$ cat src/rtl/perf_cnt_pkg.sv
// perf_cnt_pkg
// Shared constants and types for the APB performance-counter bank:
// register byte offsets, the counter window base/stride, and the 64-bit
// container type used for the hold register path and read muxing.
package perf_cnt_pkg;

  localparam logic [31:0] OFF_CLEAR    = 32'h000;
  localparam logic [31:0] OFF_START    = 32'h004;
  localparam logic [31:0] OFF_STOP     = 32'h008;
  localparam logic [31:0] OFF_OVF      = 32'h00C;
  localparam logic [31:0] OFF_IRQ_MASK = 32'h010;

  localparam logic [31:0] CNT_BASE   = 32'h100;
  localparam logic [31:0] CNT_STRIDE = 32'h008;

  typedef logic [63:0] cnt_t;

endpackage

$ cat src/rtl/perf_cnt_slice.sv
// perf_cnt_slice
// One counter channel: the counter itself, its active bit and its sticky
// overflow bit. Clear beats increment; a new overflow beats W1C.
// Ports:
//   HCLK, HRESET      clock, synchronous active-high reset
//   clr               zero counter and overflow bit this cycle
//   start / stop      set / clear the active bit
//   ovf_clr           W1C request for the overflow bit
//   inc               increment applied when active
//   cnt, act, ovf     registered counter, active bit, overflow bit
module perf_cnt_slice
  import perf_cnt_pkg::*;
#(
  parameter int CNT_WIDTH = 48,
  parameter int INC_WIDTH = 1
) (
  input  logic                 HCLK,
  input  logic                 HRESET,
  input  logic                 clr,
  input  logic                 start,
  input  logic                 stop,
  input  logic                 ovf_clr,
  input  logic [INC_WIDTH-1:0] inc,
  output logic [CNT_WIDTH-1:0] cnt,
  output logic                 act,
  output logic                 ovf
);

  // One extra bit captures the carry out of the top counter bit.
  logic [CNT_WIDTH:0] sum;
  assign sum = {1'b0, cnt} + (CNT_WIDTH+1)'(inc);

  always_ff @(posedge HCLK) begin
    if (HRESET) begin
      cnt <= '0;
      act <= 1'b0;
      ovf <= 1'b0;
    end else begin
      if (start)     act <= 1'b1;
      else if (stop) act <= 1'b0;

      if (clr) begin
        cnt <= '0;
        ovf <= 1'b0;
      end else begin
        if (act) cnt <= sum[CNT_WIDTH-1:0];
        if (act && sum[CNT_WIDTH]) ovf <= 1'b1;
        else if (ovf_clr)          ovf <= 1'b0;
      end
    end
  end

endmodule

$ cat src/rtl/apb_perf_cnt_bank.sv
// apb_perf_cnt_bank
// APB bank of NUM_CNT event counters with start/stop/clear masks, sticky
// overflow status and a shared hold register so that a CNT_LO read followed
// by a CNT_HI read yields one coherent sample of a wide counter.
// Optional feature macro: PERF_CNT_OVF_IRQ_EN (OVF_IRQ_MASK register and a
// registered overflow interrupt); without it irq_o is tied low.
// Ports:
//   HCLK, HRESET                 clock, synchronous active-high reset
//   PADDR, PWDATA, PWRITE,
//   PSEL, PENABLE                APB request
//   PRDATA, PREADY, PSLVERR      APB response (PREADY tied high)
//   evt_inc_i                    per-channel increments, INC_WIDTH each
//   cnt_act_o                    active mask
//   irq_o                        overflow interrupt
module apb_perf_cnt_bank
  import perf_cnt_pkg::*;
#(
  parameter int NUM_CNT        = 8,
  parameter int CNT_WIDTH      = 48,
  parameter int INC_WIDTH      = 1,
  parameter int APB_ADDR_WIDTH = 12
) (
  input  logic                         HCLK,
  input  logic                         HRESET,
  input  logic [APB_ADDR_WIDTH-1:0]    PADDR,
  input  logic [31:0]                  PWDATA,
  input  logic                         PWRITE,
  input  logic                         PSEL,
  input  logic                         PENABLE,
  output logic [31:0]                  PRDATA,
  output logic                         PREADY,
  output logic                         PSLVERR,
  input  logic [NUM_CNT*INC_WIDTH-1:0] evt_inc_i,
  output logic [NUM_CNT-1:0]           cnt_act_o,
  output logic                         irq_o
);

  logic                 access, err, wr_ok, lo_rd;
  logic                 in_cnt, idx_ok, hi_sel;
  logic [31:0]          off, rel, idx, rdata, hold_q;
  logic [NUM_CNT-1:0]   wdata_m, act_vec, ovf_vec;
  logic [NUM_CNT-1:0]   clr_vec, start_vec, stop_vec, ovf_w1c;
  logic [CNT_WIDTH-1:0] cnt_arr [NUM_CNT];
  cnt_t                 sel_cnt;
  logic                 unused_bits;

`ifdef PERF_CNT_OVF_IRQ_EN
  logic [NUM_CNT-1:0]   irq_mask_q;
  logic                 irq_q;
`endif

  assign access  = PSEL & PENABLE;
  assign off     = 32'({PADDR[APB_ADDR_WIDTH-1:2], 2'b00});
  assign in_cnt  = (off >= CNT_BASE);
  assign rel     = off - CNT_BASE;
  assign idx     = rel / CNT_STRIDE;
  assign hi_sel  = rel[2];
  assign idx_ok  = (idx < 32'(NUM_CNT));
  assign wdata_m = PWDATA[NUM_CNT-1:0];
  assign unused_bits = ^{PWDATA, PADDR[1:0]};

  always_comb begin
    sel_cnt = '0;
    for (int i = 0; i < NUM_CNT; i++) begin
      if (idx == 32'(i)) sel_cnt = cnt_t'(cnt_arr[i]);
    end
  end

  always_comb begin
    err   = 1'b0;
    rdata = '0;
    if (in_cnt) begin
      // Counter window is read-only; out-of-range channels are errors too.
      if (!idx_ok || PWRITE) err   = 1'b1;
      else if (hi_sel)       rdata = hold_q;
      else                   rdata = sel_cnt[31:0];
    end else begin
      case (off)
        OFF_CLEAR:           rdata = '0;
        OFF_START, OFF_STOP: rdata = 32'(act_vec);
        OFF_OVF:             rdata = 32'(ovf_vec);
`ifdef PERF_CNT_OVF_IRQ_EN
        OFF_IRQ_MASK:        rdata = 32'(irq_mask_q);
`endif
        default:             err   = 1'b1;
      endcase
    end
  end

  assign wr_ok = access & PWRITE & ~err;
  assign lo_rd = access & ~PWRITE & ~err & in_cnt & ~hi_sel;

  assign clr_vec   = (wr_ok && off == OFF_CLEAR) ? wdata_m : '0;
  assign start_vec = (wr_ok && off == OFF_START) ? wdata_m : '0;
  assign stop_vec  = (wr_ok && off == OFF_STOP)  ? wdata_m : '0;
  assign ovf_w1c   = (wr_ok && off == OFF_OVF)   ? wdata_m : '0;

  assign PRDATA    = (access && !PWRITE && !err) ? rdata : '0;
  assign PSLVERR   = access & err;
  assign PREADY    = 1'b1;
  assign cnt_act_o = act_vec;

  // Any CNT_LO read captures the upper half of that same sample.
  always_ff @(posedge HCLK) begin
    if (HRESET)     hold_q <= '0;
    else if (lo_rd) hold_q <= sel_cnt[63:32];
  end

  for (genvar g = 0; g < NUM_CNT; g++) begin : g_slice
    perf_cnt_slice #(
      .CNT_WIDTH (CNT_WIDTH),
      .INC_WIDTH (INC_WIDTH)
    ) u_slice (
      .HCLK    (HCLK),
      .HRESET  (HRESET),
      .clr     (clr_vec[g]),
      .start   (start_vec[g]),
      .stop    (stop_vec[g]),
      .ovf_clr (ovf_w1c[g]),
      .inc     (evt_inc_i[g*INC_WIDTH +: INC_WIDTH]),
      .cnt     (cnt_arr[g]),
      .act     (act_vec[g]),
      .ovf     (ovf_vec[g])
    );
  end

`ifdef PERF_CNT_OVF_IRQ_EN
  always_ff @(posedge HCLK) begin
    if (HRESET) begin
      irq_mask_q <= '0;
      irq_q      <= 1'b0;
    end else begin
      if (wr_ok && off == OFF_IRQ_MASK) irq_mask_q <= wdata_m;
      irq_q <= |(ovf_vec & irq_mask_q);
    end
  end
  assign irq_o = irq_q;
`else
  assign irq_o = 1'b0;
`endif

endmodule

$ cat config.mk
export PLATFORM = sky130hd
export DESIGN_NAME = apb_perf_cnt_bank
export DESIGN_NICKNAME = d
export VERILOG_FILES = /design/src/rtl/perf_cnt_pkg.sv /design/src/rtl/perf_cnt_slice.sv /design/src/rtl/apb_perf_cnt_bank.sv
export SDC_FILE = /design/constraint.sdc
export NUM_CORES = 1
export LEC_CHECK = 0
export CORE_AREA = 8 8 188 235
export CTS_CLUSTER_DIAMETER = 30
export DETAILED_ROUTE_END_ITERATION = 7
export DIE_AREA = 0 0 196 243
export PLACE_DENSITY = 0.73
export SYNTH_ARGS = -nofsm -noshare
export SYNTH_HDL_FRONTEND = slang
export SYNTH_SLANG_ARGS = --single-unit
$ cat constraint.sdc
create_clock -name HCLK -period 3.3 [get_ports HCLK]
set_clock_uncertainty 0.1 [all_clocks]
set_input_delay 0.495 -clock HCLK [delete_from_list [all_inputs] [get_ports HCLK]]
set_output_delay 0.495 -clock HCLK [all_outputs]
set_load 0.005 [all_outputs]
==> impl_metrics.toml, run 1 <==
[logic_synthesis]
yosysWarnings = 0
yosys.area_share.simple_pct = 28.4
synth-seq-area-share_pct = 37.9
synthAdderAreaFrac_pct = 1.08
synth_top_family_by_area = "simple AND/OR/NAND/NOR gates"
syn_inst = 2651
synth_edf_count = 0
synth_top_area_cell = "dfxtp_1"
synth_xor_area_share_pct = 14.6
synth.top_cell.area_share_pct = 37.9
synth-compound-area-share_pct = 10.2
synthTopCellsByArea = "dfxtp_1 38%, nor2_1 9.5%, xor2_1 7.4%"
synth.area.mux_share_pct = 3.77
synth-async-reset-ratio_pct = 0
syn_avg_cell_area_um2 = 8.29
synth_ff_type = "dfxtp_1"
yosys_register_bits = 416
synthesis.nets = 2727
syn_area_um2 = 22000
synthDistinctLibCells = 76

[power_and_ir_drop]
p_leak_nw = 9.86
p_total_mw = 14.2
power_density_nw_per_um2 = 508
vdd_drop_max_mv = 0.454

[global_route]
antenna_found_initial = 1
grt_pass1_vias = 21000
grt_pass1_wl_um = 125000
overflow = 0
grt_max_degree = 50
grt_usage_pct = 34.1

[clock_network]
clock_latency_ps = 610
clockRootBuffer = "clkbuf_16"
cts_buffers = 82
hold_buffers = 0
clk_pin_slew_worst_paths_ps = 40
cts.sinks = 416
cts_tree = "done"
htreeDepth = 3
clockBufferDepth = 3

[critical_path]
cpMostUsedCell = "buf_4"
slowest_stage = "a222oi_1"
r2r_end = "g_slice[1].u_slice.cnt[44]"
r2r_start = "g_slice[1].u_slice.cnt[13]"
cp-end-kind = "output port"
cp_cell_sequence = "clkdlybuf4s15_2 > inv_2 > ha_1 > and3b_2 > buf_4 > nand2_4 > nor3_2 > buf_4 > buf_12 > buf_4 > a222oi_1 > a21oi_1 > buf_2"
path_buf_inv = 7
reg2reg_slack_ps = 640
cp.required_ps = 2700
crit_arrival_ps = 2700
critPathKind = "in -> out"
critPathTopFamily = "buffers and inverters"
slowest_delay_ps = 400
path_max_fanout = 13
critPathLaunchType = "input pin"
cp-startpoint = "PADDR[8]"
ff2ff_path_depth = 6

[place]
place_ws_ps = -801
io_buffers = 71
place_inst = 3310
place_area_um2 = 24400
gp_congestion = 1.04
hpwl_um = 63200

[routing]
first_pass_iters = 8
initialDrtViolationCount = 1993
drcViolationCount = 1
dr_total_vias = 21500
ant_nets = 0
vias_per_cell = 6.18
wl_per_cell_um = 24.0
wl_um = 83600

[worst_hold_path]
hold_class = "reg -> reg"
hp-start = "hold_q[1]"
whs_path_depth = 2
min_to = "hold_q[1]"

[cells_and_area]
stdcell_count = 3480
seq_area_um2 = 8330
insertedDiodeCount = 0
area.growth.synth_to_final_pct = 27.1
final_core_utilization_pct = 69.0
fin_nets = 2982
finalInstanceArea_um2 = 27900
multiInputGateArea_um2 = 13200
drive_above_1_share_pct = 18.7
nFillCells = 3257

[floorplanning]
design.core.area_um2 = 40500
die_y_um = 243
dieArea_um2 = 47600
num_rows = 83
ios = 100
die_w_um = 196
start_util_pct = 54.3

[timing]
period_needed_ps = 3300
setup_viol = 0
final.setup.tns_ps = 0
fin_ws_ps = 3.78
relSlewSlack_pct = 49.0
worst_pin_slew_ps = 766
hold_viol = 0
hold_slack_ps = 361
period_share_pct = 99.9
fmax_ghz = 0.303
rsz0062_at_grt = "yes"
final_max_slew_viol_count = 0

[outcome]
failed_checks = "DRC"
status = "complete, but fails checks"

[run]
cap_viol_max_count = 0
worst reg2reg max path: stages, from the launching register on:
cell and delay, ps:
dfxtp_1 430, and4_1 340, nand4_1 270, or4_1 850, nor3_1 340, xnor2_1 150
nor2_1 50
where the power goes:
group          internal, mW  switching, mW  leakage [nW]
Sequential             5.03       0.000233          3.35
Combinational         0.218          0.342          5.14
Clock                  5.72           2.88          1.38
Total                  11.0           3.23          9.86
layout make-up:
cell class                      count  share of cell area, %
Timing Repair Buffer              302                   9.57
Multi-Input combinational cell   2052                   47.4
Sequential cell                   416                   29.8
Inverter                           52                  0.699
Tap cell                          510                   2.28
Clock inverter                     52                   2.25
Clock buffer                       96                   8.01
registers in the layout, indices dropped and copies added (netlist names):
| name | cells |
|---|---|
| g_slice.u_slice.act | 8 |
| hold_q | 16 |
| g_slice.u_slice.ovf | 8 |
| g_slice.u_slice.cnt | 384 |
metal layers:
metal  vias up  GRT usage (%)  wire length (um)
met4         0           25.6              6710
met5         -              0                 0
met3       301           5.93              5940
met1     10300           37.8             30500
li1       9843              -                 -
met2      1029           57.9             40500
placed cells by master (no fill, tap or decap), types with 10 or more instances in the layout:
cell type | netlist | final
clkinv_2 | 0 | 12
o211ai_1 | 12 | 12
clkbuf_16 | 0 | 85
or2_2 | 13 | 12
a211oi_2 | 0 | 13
a222oi_1 | 20 | 20
xnor2_1 | 180 | 179
mux4_2 | 20 | 20
a221o_1 | 12 | 12
nand3_1 | 134 | 134
buf_12 | 0 | 19
mux2_2 | 15 | 15
and4_1 | 37 | 36
a221oi_1 | 14 | 10
clkdlybuf4s50_1 | 0 | 29
buf_2 | 42 | 22
a211oi_1 | 27 | 13
a22oi_1 | 52 | 52
a21oi_1 | 73 | 68
clkinvlp_4 | 0 | 13
mux2i_1 | 21 | 21
bufinv_16 | 0 | 11
nand4_1 | 121 | 121
nor3_1 | 64 | 57
ha_1 | 19 | 18
xor2_1 | 186 | 186
buf_4 | 18 | 196
buf_6 | 10 | 13
dfxtp_1 | 416 | 415
and2_1 | 19 | 18
nand2_1 | 201 | 195
nor4_1 | 30 | 27
o21ai_0 | 38 | 30
and3_1 | 45 | 43
nor2b_1 | 21 | 18
nor2_1 | 557 | 553
inv_1 | 51 | 49
cells in the mapped netlist, types with 20 or more instances:
cell type,number
nand3_1,134
and3_1,45
inv_1,51
and4_1,37
mux2i_1,21
o21ai_0,38
nor2_1,557
dfxtp_1,416
a222oi_1,20
xor2_1,186
clkbuf_1,53
nand4_1,121
mux4_2,20
a21oi_1,73
buf_2,42
nor3_1,64
a22oi_1,52
a211oi_1,27
xnor2_1,180
nor2b_1,21
nor4_1,30
nand2_1,201
logic make-up after synthesis:
family | Yosys count
adders and majority gates | 19
muxes | 56
buffers and inverters | 183
DFF | 416
other | 2
xor gates and xnor gates | 366
and+or+nand+nor | 1298
AOI/OAI and AO/OA | 311
worst max-delay path by stage:
stage / cells after the start / to
after CTS: 12 / PRDATA[17]
final: 13 / PRDATA[20]
after floorplan: 10 / PRDATA[0]
after detailed placement: 10 / PRDATA[0]
after global routing: 11 / PRDATA[29]
after global placement: 12 / PRDATA[12]
what timing repair did:
| action | CTS | global route |
|---|---|---|
| buffers inserted | 19 | 3 |
| setup endpoints to repair | 33 | 30 |
| cloned | 5 | 0 |
| gates resized for setup | 213 | 32 |
| hold endpoints to repair | 0 | 0 |
| pin swaps | 53 | 22 |
Power figures use the tool's default switching activity.
==> inputs of run 2 (changes only) <==
--- a/config.mk
+++ b/config.mk
@@ -10,6 +10,7 @@
 export DETAILED_ROUTE_END_ITERATION = 7
 export DIE_AREA = 0 0 196 243
 export PLACE_DENSITY = 0.73
+export SETUP_SLACK_MARGIN = 0.3
 export SYNTH_ARGS = -nofsm -noshare
 export SYNTH_HDL_FRONTEND = slang
 export SYNTH_SLANG_ARGS = --single-unit
==> impl_metrics.toml, run 2 (synthesis results as in run 1) <==
[power_and_ir_drop]
pwr-share-comb_pct = 4.4
p_int_mw = 10.5
p_leak_nw = 9.89
vdd_drop_max_mv = 0.506
p_sw_share_pct = 23.3
clkPwrFrac_pct = 58.8
power_density_nw_per_um2 = 485
switchingPower_mw = 3.18
seqPwrFrac_pct = 36.8

[timing]
final.setup.tns_ps = -39.0
hold_viol = 0
relSlewSlack_pct = 54.0
period_needed_ps = 3340
rsz0062_at_grt = "yes"
hold_slack_ps = 362
fmax_ghz = 0.299
fin_ws_ps = -39.0
setup_viol = 1
final_max_slew_viol_count = 0
worst_pin_slew_ps = 684
period_share_pct = 101

[routing]
initialDrtViolationCount = 1828
ant_nets = 0
drcViolationCount = 7
wl_met3_um = 6380
wl_per_cell_um = 24.2
wl_um = 84600
top_layer_used = "met5"
wl_met2_um = 40300
dr_total_vias = 21500
drt-met1-wl_um = 30900
first_pass_iters = 8
vias_per_cell = 6.16

[floorplanning]
dieArea_um2 = 47600
num_rows = 83
start_util_pct = 54.3
die_w_um = 196
die_y_um = 243
design.core.area_um2 = 40500
ios = 100

[clock_network]
cts_buffers = 76
hold_buffers = 0
clock_latency_ps = 630
clockBufferDepth = 3
clockRootBuffer = "clkbuf_16"
htreeDepth = 3
clk_pin_slew_worst_paths_ps = 50
cts_tree = "done"
cts.sinks = 416

[global_route]
grt_pass1_wl_um = 125000
antenna_found_initial = 2
grt_usage_pct = 34.4
overflow = 0
grt_pass1_vias = 20700
grt_max_degree = 50

[critical_path]
critPathLaunchType = "register"
critPathKind = "reg -> out"
cp-end-kind = "output port"
path_max_fanout = 4
crit_arrival_ps = 2740
cp.required_ps = 2700

[cells_and_area]
reg.largest.list = "g_slice.u_slice.cnt (384), hold_q (16)"
stdcell_count = 3494
finalInstanceArea_um2 = 28200
layout_commonest_cell = "nor2_1"
area.growth.synth_to_final_pct = 28.1
max_flop_register = "g_slice.u_slice.cnt"
layout_common_cells = "549 x nor2_1, 407 x dfxtp_1, 197 x nand2_1, 196 x buf_4, 185 x xor2_1"
fin_nets = 2999
largest_reg_flops = 384
drive_above_1_share_pct = 20.2

[place]
io_buffers = 71
place_area_um2 = 24300
hpwl_um = 64300
place_inst = 3301
gp_congestion = 1.08

[run]
cap_viol_max_count = 0

[outcome]
failed_checks = "DRC, setup timing"
status = "complete, but fails checks"

[worst_hold_path]
hold_class = "reg -> reg"
[run 2: changes by cell type in the layout (fill, tap and decap cells not counted), moves of 5 or more]
| cell | delta |
|---|---|
| buf_6 | +31 |
| inv_6 | -6 |
| a21oi_2 | +5 |
| a21oi_1 | -6 |
| clkbuf_2 | -6 |
| buf_2 | +6 |
| clkbuf_16 | -7 |
| dfxtp_1 | -8 |
| clkinvlp_4 | -8 |
| dlygate4sd2_1 | -6 |
[run 2: worst max-delay path, cell delays in order, from the launching register on]
cell	delay (ps)
dfxtp_2	340
nor2b_4	130
a221o_1	320
a222oi_1	550
buf_4	210
a211oi_1	50
buf_4	170
a211oi_4	160
nor3_2	80
buf_2	140
[run 2: layout make-up]
class / instances / area, um^2
multi-input combinational: 2053 / 13400
fill: 3240 / 12300
sequential: 416 / 8350
timing repair buffer: 324 / 2900
clock buffer: 95 / 2120
tap: 510 / 638
clock inverter: 43 / 544
inverter: 52 / 200
antenna: 1 / 2.50
[run 2: worst paths after layout]
kind                             start                          to  slack [ps]  cells past startpoint
max          g_slice[2].u_slice.cnt[4]                   PRDATA[4]         -40                      9
min                          hold_q[1]                   hold_q[1]         360                      2
max reg2reg  g_slice[0].u_slice.cnt[0]  g_slice[0].u_slice.cnt[46]         560                      9
min reg2reg                  hold_q[1]                   hold_q[1]         360                      2
[run 2: what timing repair did]
item / CTS / global route
cloned: 4 / 1
pin swaps: 72 / 26
gates resized for setup: 296 / 76
setup endpoints to repair: 33 / 32
buffers inserted: 39 / 10
[run 2: routing by layer]
layer / GRT usage, % / vias to the layer above
met5: 0 / -
met4: 25.9 / 4
met3: 6.78 / 298
met2: 57.9 / 996
met1: 37.9 / 10400
li1: - / 9866
[run 2: power by group through the flow]
stage                     Sequential (mW)  Clock [mW]  Combinational, mW
after floorplan                      5.13           0              0.250
after global placement               5.13           0              0.487
after detailed placement             5.13           0              0.491
after CTS                            5.03        8.07              0.547
after global routing                 5.02        8.32              0.618
final                                5.03        8.03              0.594
[run 2: through the flow]
step	setup WS, ps	util (%)	power (mW)
3_3_place_gp	-746	60.1	5.62
3_5_place_dp	-795	60.1	5.62
5_1_grt	-120	69.5	14.0
6_report	-39.0	69.5	13.7
4_1_cts	-29.7	68.6	13.7
2_1_floorplan	286	-	5.38
